$ cat config.mk
export PLATFORM = sky130hd
export DESIGN_NAME = serial_tx_arb_flat
export DESIGN_NICKNAME = d
export VERILOG_FILES = /design/src/rtl/serial_tx_arb_if.sv /design/src/rtl/serial_tx_arb.sv /design/src/flat_wrapper.sv
export SDC_FILE = /design/constraint.sdc
export NUM_CORES = 2
export LEC_CHECK = 0
export ABC_CLOCK_PERIOD_IN_PS = 14500
export BUFFER_PORTS_ARGS = -buffer_cell sky130_fd_sc_hd__clkbuf_2
export CELL_PAD_IN_SITES_DETAIL_PLACEMENT = 0
export CELL_PAD_IN_SITES_GLOBAL_PLACEMENT = 1
export CORE_AREA = 2 2 585 587
export CTS_CLUSTER_DIAMETER = 30
export DETAILED_ROUTE_END_ITERATION = 8
export DIE_AREA = 0 0 587 589
export GPL_TIMING_DRIVEN = 0
export PLACE_DENSITY_LB_ADDON = 0.12
export REMOVE_ABC_BUFFERS = 1
export SYNTH_ARGS = -nofsm -noshare
export SYNTH_HDL_FRONTEND = slang
export SYNTH_SLANG_ARGS = --single-unit
export TNS_END_PERCENT = 20
$ cat constraint.sdc
create_clock -name clk -period 14.5 [get_ports clk]
set_clock_uncertainty 0.15 [all_clocks]
set_input_delay 0.725 -clock clk [delete_from_list [all_inputs] [get_ports clk]]
set_output_delay 0.725 -clock clk [all_outputs]
set_load 0.02 [all_outputs]
$ cat src/rtl/serial_tx_arb_if.sv
// serial_tx_arb_if: bundles the requester-side and transmitter-side signals of
// serial_tx_arb.
//   master : protocol engines / bench (drive req, data, nbits, n0, n1)
//   slave  : serial_tx_arb (drives grant, done, abort, busy and the tx_* fields)
// Requester i data sits in req_data[256*i +: 256] and its bit count in
// req_nbits[8*i +: 8].
interface serial_tx_arb_if #(
  parameter int unsigned NREQ = 4
) ();

  logic [NREQ-1:0]     req;
  logic [NREQ*256-1:0] req_data;
  logic [NREQ*8-1:0]   req_nbits;
  logic [31:0]         n0;
  logic [31:0]         n1;

  logic [NREQ-1:0]     grant;
  logic [NREQ-1:0]     done;
  logic                abort;
  logic                busy;
  logic                tx_rst;
  logic [255:0]        tx_data;
  logic [7:0]          tx_nbits;
  logic [31:0]         tx_n0;
  logic [31:0]         tx_n1;
  logic [31:0]         tx_cnt;

  modport master (
    output req, req_data, req_nbits, n0, n1,
    input  grant, done, abort, busy, tx_rst, tx_data, tx_nbits, tx_n0, tx_n1, tx_cnt
  );

  modport slave (
    input  req, req_data, req_nbits, n0, n1,
    output grant, done, abort, busy, tx_rst, tx_data, tx_nbits, tx_n0, tx_n1, tx_cnt
  );

endinterface

$ cat src/rtl/serial_tx_arb.sv
// serial_tx_arb: shares one serial_tx transmitter between NREQ requesters.
// Picks a winner (round-robin, or fixed priority when SERIAL_TX_ARB_PRIO_EN is
// defined), latches its data/nbits plus the shared n0/n1 timing with zero
// clamped to one, drives the transmitter timebase (tx_cnt) and reset (tx_rst),
// pulses done[g] on the last bit period, then holds tx_rst for a guard gap.
// Ports:
//   clk, rst_n : clock, asynchronous active-low reset
//   bus        : serial_tx_arb_if.slave (req/req_data/req_nbits/n0/n1 in;
//                grant/done/abort/busy/tx_rst/tx_data/tx_nbits/tx_n0/tx_n1/
//                tx_cnt out, all registered)
// Parameters: NREQ (2..8) requesters, GAP guard cycles (0 behaves as 1).
// Optional macro: SERIAL_TX_ARB_PRIO_EN -> lowest index wins, pointer held 0.
module serial_tx_arb #(
  parameter int unsigned NREQ = 4,
  parameter int unsigned GAP  = 2
) (
  input  logic           clk,
  input  logic           rst_n,
  serial_tx_arb_if.slave bus
);

  localparam int unsigned PW   = (NREQ > 1) ? $clog2(NREQ) : 1;
  localparam int unsigned GAPC = (GAP == 0) ? 1 : GAP;
  localparam int unsigned GW   = $clog2(GAPC + 1);
  localparam int unsigned DW   = 256;
  localparam int unsigned NBW  = 8;
  localparam int unsigned TW   = 32;
  localparam int unsigned RW   = 41;

  typedef enum logic [1:0] {
    S_IDLE = 2'd0,
    S_LOAD = 2'd1,
    S_RUN  = 2'd2,
    S_GAP  = 2'd3
  } state_t;

  state_t          state_q;
  logic [NREQ-1:0] grant_q;
  logic [NREQ-1:0] done_q;
  logic            abort_q;
  logic            busy_q;
  logic            tx_rst_q;
  logic [DW-1:0]   data_q;
  logic [NBW-1:0]  nbits_q;
  logic [TW-1:0]   n0_q;
  logic [TW-1:0]   n1_q;
  logic [RW-1:0]   end_q;
  logic [RW-1:0]   run_q;
  logic [PW-1:0]   ptr_q;
  logic [PW-1:0]   gidx_q;
  logic [GW-1:0]   gap_q;

  // Winner search: first set req at or after the pointer, wrapping.
  logic          sel_found;
  logic [PW-1:0] sel_idx;
  logic [PW-1:0] cand;

  always_comb begin
    sel_found = 1'b0;
    sel_idx   = '0;
    cand      = '0;
    for (int unsigned i = 0; i < NREQ; i++) begin
      cand = PW'((32'(ptr_q) + i) % NREQ);
      if (!sel_found && bus.req[cand]) begin
        sel_found = 1'b1;
        sel_idx   = cand;
      end
    end
  end

  // Winner fields with zero clamped to one, and the 41-bit end count.
  logic [DW-1:0]  sel_data;
  logic [NBW-1:0] sel_nbits;
  logic [NBW-1:0] nb_c;
  logic [TW-1:0]  n0_c;
  logic [TW-1:0]  n1_c;
  logic [RW-1:0]  end_d;

  always_comb begin
    sel_data  = bus.req_data[DW*sel_idx +: DW];
    sel_nbits = bus.req_nbits[NBW*sel_idx +: NBW];
    nb_c      = (sel_nbits == '0) ? NBW'(1) : sel_nbits;
    n0_c      = (bus.n0 == '0) ? TW'(1) : bus.n0;
    n1_c      = (bus.n1 == '0) ? TW'(1) : bus.n1;
    end_d     = RW'(n0_c) + RW'(nb_c) * RW'(n1_c);
  end

  // Pointer after a transfer ends (done or abort).
  logic [PW-1:0] ptr_d;

  always_comb begin
`ifdef SERIAL_TX_ARB_PRIO_EN
    ptr_d = '0;
`else
    ptr_d = PW'((32'(gidx_q) + 1) % NREQ);
`endif
  end

  // Completion has priority over a dropped request in the same cycle.
  logic          req_g;
  logic          fin_c;
  logic          abt_c;
  logic [RW-1:0] run_inc;

  always_comb begin
    req_g   = bus.req[gidx_q];
    fin_c   = (state_q == S_RUN) && (run_q == end_q);
    abt_c   = ((state_q == S_LOAD) || (state_q == S_RUN)) && !req_g && !fin_c;
    run_inc = run_q + RW'(1);
  end

  // Sequencer: state, latched fields, timebase and all registered outputs.
  always_ff @(posedge clk or negedge rst_n) begin
    if (!rst_n) begin
      state_q  <= S_IDLE;
      grant_q  <= '0;
      done_q   <= '0;
      abort_q  <= 1'b0;
      busy_q   <= 1'b0;
      tx_rst_q <= 1'b1;
      data_q   <= '0;
      nbits_q  <= '0;
      n0_q     <= TW'(1);
      n1_q     <= TW'(1);
      end_q    <= '0;
      run_q    <= '0;
      ptr_q    <= '0;
      gidx_q   <= '0;
      gap_q    <= '0;
    end else begin
      done_q  <= '0;
      abort_q <= 1'b0;
      case (state_q)
        S_IDLE: begin
          tx_rst_q <= 1'b1;
          run_q    <= '0;
          busy_q   <= 1'b0;
          if (sel_found) begin
            data_q   <= sel_data;
            nbits_q  <= nb_c;
            n0_q     <= n0_c;
            n1_q     <= n1_c;
            end_q    <= end_d;
            gidx_q   <= sel_idx;
            grant_q  <= NREQ'(1) << sel_idx;
            busy_q   <= 1'b1;
            tx_rst_q <= 1'b0;
            state_q  <= S_LOAD;
          end
        end

        S_LOAD, S_RUN: begin
          if (fin_c || abt_c) begin
            abort_q  <= abt_c;
            grant_q  <= '0;
            ptr_q    <= ptr_d;
            gap_q    <= GW'(GAPC);
            tx_rst_q <= 1'b1;
            run_q    <= '0;
            state_q  <= S_GAP;
          end else if (state_q == S_LOAD) begin
            // Run counter reads 1 on the first RUN cycle.
            run_q   <= RW'(1);
            state_q <= S_RUN;
          end else begin
            run_q <= run_inc;
            // Registered so done lines up with the cycle tx_cnt equals end.
            if (run_inc == end_q) begin
              done_q <= grant_q;
            end
          end
        end

        S_GAP: begin
          tx_rst_q <= 1'b1;
          run_q    <= '0;
          if (gap_q == GW'(1)) begin
            busy_q  <= 1'b0;
            state_q <= S_IDLE;
          end else begin
            gap_q <= gap_q - GW'(1);
          end
        end

        default: begin
          grant_q  <= '0;
          busy_q   <= 1'b0;
          tx_rst_q <= 1'b1;
          run_q    <= '0;
          state_q  <= S_IDLE;
        end
      endcase
    end
  end

  assign bus.grant    = grant_q;
  assign bus.done     = done_q;
  assign bus.abort    = abort_q;
  assign bus.busy     = busy_q;
  assign bus.tx_rst   = tx_rst_q;
  assign bus.tx_data  = data_q;
  assign bus.tx_nbits = nbits_q;
  assign bus.tx_n0    = n0_q;
  assign bus.tx_n1    = n1_q;
  assign bus.tx_cnt   = run_q[TW-1:0];

endmodule

$ cat src/flat_wrapper.sv
// flat-port wrapper written by rule: the top's interface ports become plain ports
module serial_tx_arb_flat 
#(
  parameter int unsigned NREQ = 4,
  parameter int unsigned GAP  = 2
)
  (clk, rst_n, bus_req, bus_req_data, bus_req_nbits, bus_n0, bus_n1, bus_grant, bus_done, bus_abort, bus_busy, bus_tx_rst, bus_tx_data, bus_tx_nbits, bus_tx_n0, bus_tx_n1, bus_tx_cnt);
  serial_tx_arb_if #(.NREQ(NREQ)) bus_i ();
  input  logic clk;
  input  logic rst_n;
  input wire logic [$bits(bus_i.req)-1:0] bus_req;
  input wire logic [$bits(bus_i.req_data)-1:0] bus_req_data;
  input wire logic [$bits(bus_i.req_nbits)-1:0] bus_req_nbits;
  input wire logic [$bits(bus_i.n0)-1:0] bus_n0;
  input wire logic [$bits(bus_i.n1)-1:0] bus_n1;
  output wire logic [$bits(bus_i.grant)-1:0] bus_grant;
  output wire logic [$bits(bus_i.done)-1:0] bus_done;
  output wire logic [$bits(bus_i.abort)-1:0] bus_abort;
  output wire logic [$bits(bus_i.busy)-1:0] bus_busy;
  output wire logic [$bits(bus_i.tx_rst)-1:0] bus_tx_rst;
  output wire logic [$bits(bus_i.tx_data)-1:0] bus_tx_data;
  output wire logic [$bits(bus_i.tx_nbits)-1:0] bus_tx_nbits;
  output wire logic [$bits(bus_i.tx_n0)-1:0] bus_tx_n0;
  output wire logic [$bits(bus_i.tx_n1)-1:0] bus_tx_n1;
  output wire logic [$bits(bus_i.tx_cnt)-1:0] bus_tx_cnt;
  assign bus_i.req = bus_req;
  assign bus_i.req_data = bus_req_data;
  assign bus_i.req_nbits = bus_req_nbits;
  assign bus_i.n0 = bus_n0;
  assign bus_i.n1 = bus_n1;
  assign bus_grant = bus_i.grant;
  assign bus_done = bus_i.done;
  assign bus_abort = bus_i.abort;
  assign bus_busy = bus_i.busy;
  assign bus_tx_rst = bus_i.tx_rst;
  assign bus_tx_data = bus_i.tx_data;
  assign bus_tx_nbits = bus_i.tx_nbits;
  assign bus_tx_n0 = bus_i.tx_n0;
  assign bus_tx_n1 = bus_i.tx_n1;
  assign bus_tx_cnt = bus_i.tx_cnt;
  serial_tx_arb #(.NREQ(NREQ), .GAP(GAP)) u_core (.clk(clk), .rst_n(rst_n), .bus(bus_i));
endmodule
==> flow_summary.yaml <==
grt:
  use_met3_pct: 4.54
  grtUsageMet2_pct: 28.9
  grtUsageMet1_pct: 17.1
  busiest_layer: "met2"
  grt_first_pass_wirelength_um: 369000
  antenna_found_initial: 143
  grt_pass1_vias: 41500
  gr-total-overflow: 0
  track_usage_pct: 15.5
  grt_start_max_net_pins: 89
synth:
  syn_area_um2: 35000
  synth_enable_flop_cells: 0
  ys_types: 81
  yosysTopAreaCell: "dfrtp_1"
  netlist_top_cells_area: "dfrtp_1 (30%), fa_1 (12%), nand2_1 (12%), nor2_1 (9.1%), o21ai_0 (8.7%)"
  avgSynthCellArea_um2: 7.19
  synthFlopType: "dfrtp_1"
  synthArstFlopShare_pct: 100
  synth_top_area_share_pct: 30.5
  syn_inst: 4863
  ys_ff_latch: 429
  yosysWarnings: 0
  yosysSeqAreaShare_pct: 30.7
critical_path:
  ff2ff_path_depth: 31
  end_kind: "flip-flop"
  critPathMaxFanout: 16
  critical-path-max-stage-delay_ps: 1060
  crit_start: "bus_req[3]"
  cp_slowest_cell: "nor4_1"
  r2r_slack_ps: 4590
  worstSetupStartpointType: "input port"
  crit_arrival_ps: 10700
  criticalPathCategory: "input port to flip-flop"
  r2r-end: "u_core.end_q[40]"
  worstPathRequired_ps: 15070
  r2r_start: "u_core.ptr_q[1]"
  crit_path_frequent_cell: "buf_6"
  crit_end: "u_core.end_q[40]"
floorplan:
  die_w_um: 587
  dieArea_um2: 346000
  core_area_um2: 339000
  initial_utilization_pct: 10.3
  ioPinCount: 1497
  die_y_um: 589
  core.rowCount: 214
clocking:
  numCtsBuffers: 222
  clkTransAtPathRegs_ps: 40
  root_buffer: "clkbuf_16"
  post_cts_buffers: 0
  cts_buffer_depth: 4
  cts_sinks: 429
  cts_tree: "done"
  htree_levels: 4
  clock_latency_ps: 830
timing:
  slew_violations: 0
  worst_pin_slew_ps: 1260
  period_share_pct: 69.9
  max_freq_mhz: 98.7
  rsz0062_at_grt: "false"
  holdWs_ps: 89.9
  finalCriticalPeriod_ps: 10130
  slew_headroom_pct: 15.6
  setup_viol: 0
  hold_viol_final: 0
  tns_ps: 0
final_layout:
  syn_to_final_growth_pct: 60.2
  fin_nets: 7742
  utilization_pct: 16.5
  nFillCells: 39300
  drive_above_1_share_pct: 30.0
  fin_area_um2: 56000
routing:
  drc_errors: 0
  wire_per_inst_um: 25.0
  totalWireLength_um: 276000
  vias: 39400
  dr.pass1.iters: 5
  drt_iter0_drc: 2072
  antenna_left: 0
  viasPerCell: 3.56
run:
  drv_cap: 0
status:
  status: "completed"
min_path:
  hp-class: "input port to flip-flop"
  hold_depth: 3
  min-delay-start: "bus_n0[16]"
placement:
  place_area_um2: 48500
  dp_hpwl_um: 236000
  gp_congestion: 0.862
  portBuffers: 1496
repair_timing:
item,4_1_cts,5_1_grt
hold buffers,24,0
hold endpoints to repair,86,0
resized for setup,0,0
routing by layer:
metal	part of all wire, %	wire length (um)	vias up
li1	-	-	18600
met1	39	107000	18900
met2	52	143000	1410
met3	6.9	19100	465
met4	2.5	6870	30
met5	0.071	196	-
state kept, by name, indices dropped and copies added, names as in the netlist:
name	flops
u_core.bus.abort	1
u_core.bus.busy	1
u_core.bus.done	4
u_core.bus.grant	4
u_core.bus.tx_data	256
u_core.bus.tx_n0	32
u_core.bus.tx_n1	32
u_core.bus.tx_nbits	8
u_core.bus.tx_rst	1
u_core.end_q	41
u_core.gap_q	2
u_core.gidx_q	2
u_core.ptr_q	2
u_core.run_q	41
u_core.state_q	2
stage by stage:
step           cells  setup slack, ps
2_1_floorplan   4490           -17780
3_3_place_gp   10500           -65650
3_5_place_dp   10600             3210
4_1_cts        11000             4130
5_1_grt        11100             3840
6_report       11100             4370
cell type report:
type | count | area (um^2) | share of cell area (%)
Sequential cell | 429 | 10700 | 19.2
Inverter | 277 | 1040 | 1.86
Tap cell | 4536 | 5680 | 10.1
Clock buffer | 378 | 6920 | 12.4
Timing Repair Buffer | 1619 | 9500 | 17.0
Antenna cell | 27 | 67.6 | 0.121
Multi-Input combinational cell | 3784 | 21800 | 38.9
Clock inverter | 23 | 284 | 0.507
layout by cell type, fill, tap and decap left out, types with 37 or more instances in the layout:
| master | instances |
|---|---|
| clkbuf_2 | 1495 |
| nand2_1 | 1124 |
| nor2_1 | 846 |
| o21ai_0 | 607 |
| dfrtp_1 | 426 |
| nand3_1 | 280 |
| inv_1 | 276 |
| clkbuf_16 | 222 |
| fa_1 | 212 |
| and2_1 | 192 |
| xnor2_1 | 86 |
| clkbuf_8 | 79 |
| clkbuf_1 | 78 |
| ha_1 | 71 |
| buf_6 | 42 |
| xor2_1 | 40 |
| a21oi_1 | 37 |
synthesized netlist by cell type (4+ instances only):
cell,number
nand2_1,1126
nor2_1,847
o21ai_0,609
dfrtp_1,426
nand3_1,280
clkbuf_1,278
inv_1,276
fa_1,212
and2_1,192
xnor2_1,86
ha_1,71
buf_1,43
xor2_1,40
a21oi_1,37
buf_4,34
nand4_1,29
nor4_1,27
nor3_1,23
and3_1,22
a211oi_1,18
nand2b_1,17
buf_2,16
a21o_1,13
a31oi_1,12
o211ai_1,8
o21bai_1,7
nor3b_1,6
o21a_1,6
and4_1,5
o31ai_1,5
or4_1,5
nand3b_1,4
o2111ai_1,4
o22ai_1,4
cell families (layout without fill, tap and decap cells):
kind of cell / after synthesis / after routing / synth area share (%)
DFF: 429 / 429 / 30.7
other: 0 / 27 / 0
buffers and inverters: 650 / 2297 / 7.43
adders and majority gates: 284 / 284 / 14.7
AOI/OAI and AO/OA: 763 / 763 / 12.0
muxes: 3 / 3 / 0.129
and+or+nand+nor: 2603 / 2603 / 31.6
xor gates and xnor gates: 131 / 131 / 3.49
worst min-delay path by stage:
stage | end | slack, ps
after floorplan | u_core.bus.abort | 280
after global placement | u_core.bus.tx_n0[0] | 300
after detailed placement | u_core.bus.tx_n0[0] | 300
after CTS | u_core.bus.tx_data[75] | 0.4
after global routing | u_core.bus.tx_n0[12] | 60
final | u_core.bus.tx_n0[16] | 90
worst max-delay path: cells and delay by family:
family / cells / cell delay [ps]
buffers and inverters: 11 / 1520
AND/OR/NAND/NOR: 7 / 3290
adder cells (fa/ha/maj): 5 / 2370
AO/OA/AOI/OAI: 10 / 2710
Power is not shown: default switching activity piles up to over one toggle a cycle in this logic, so the estimate is an artifact.
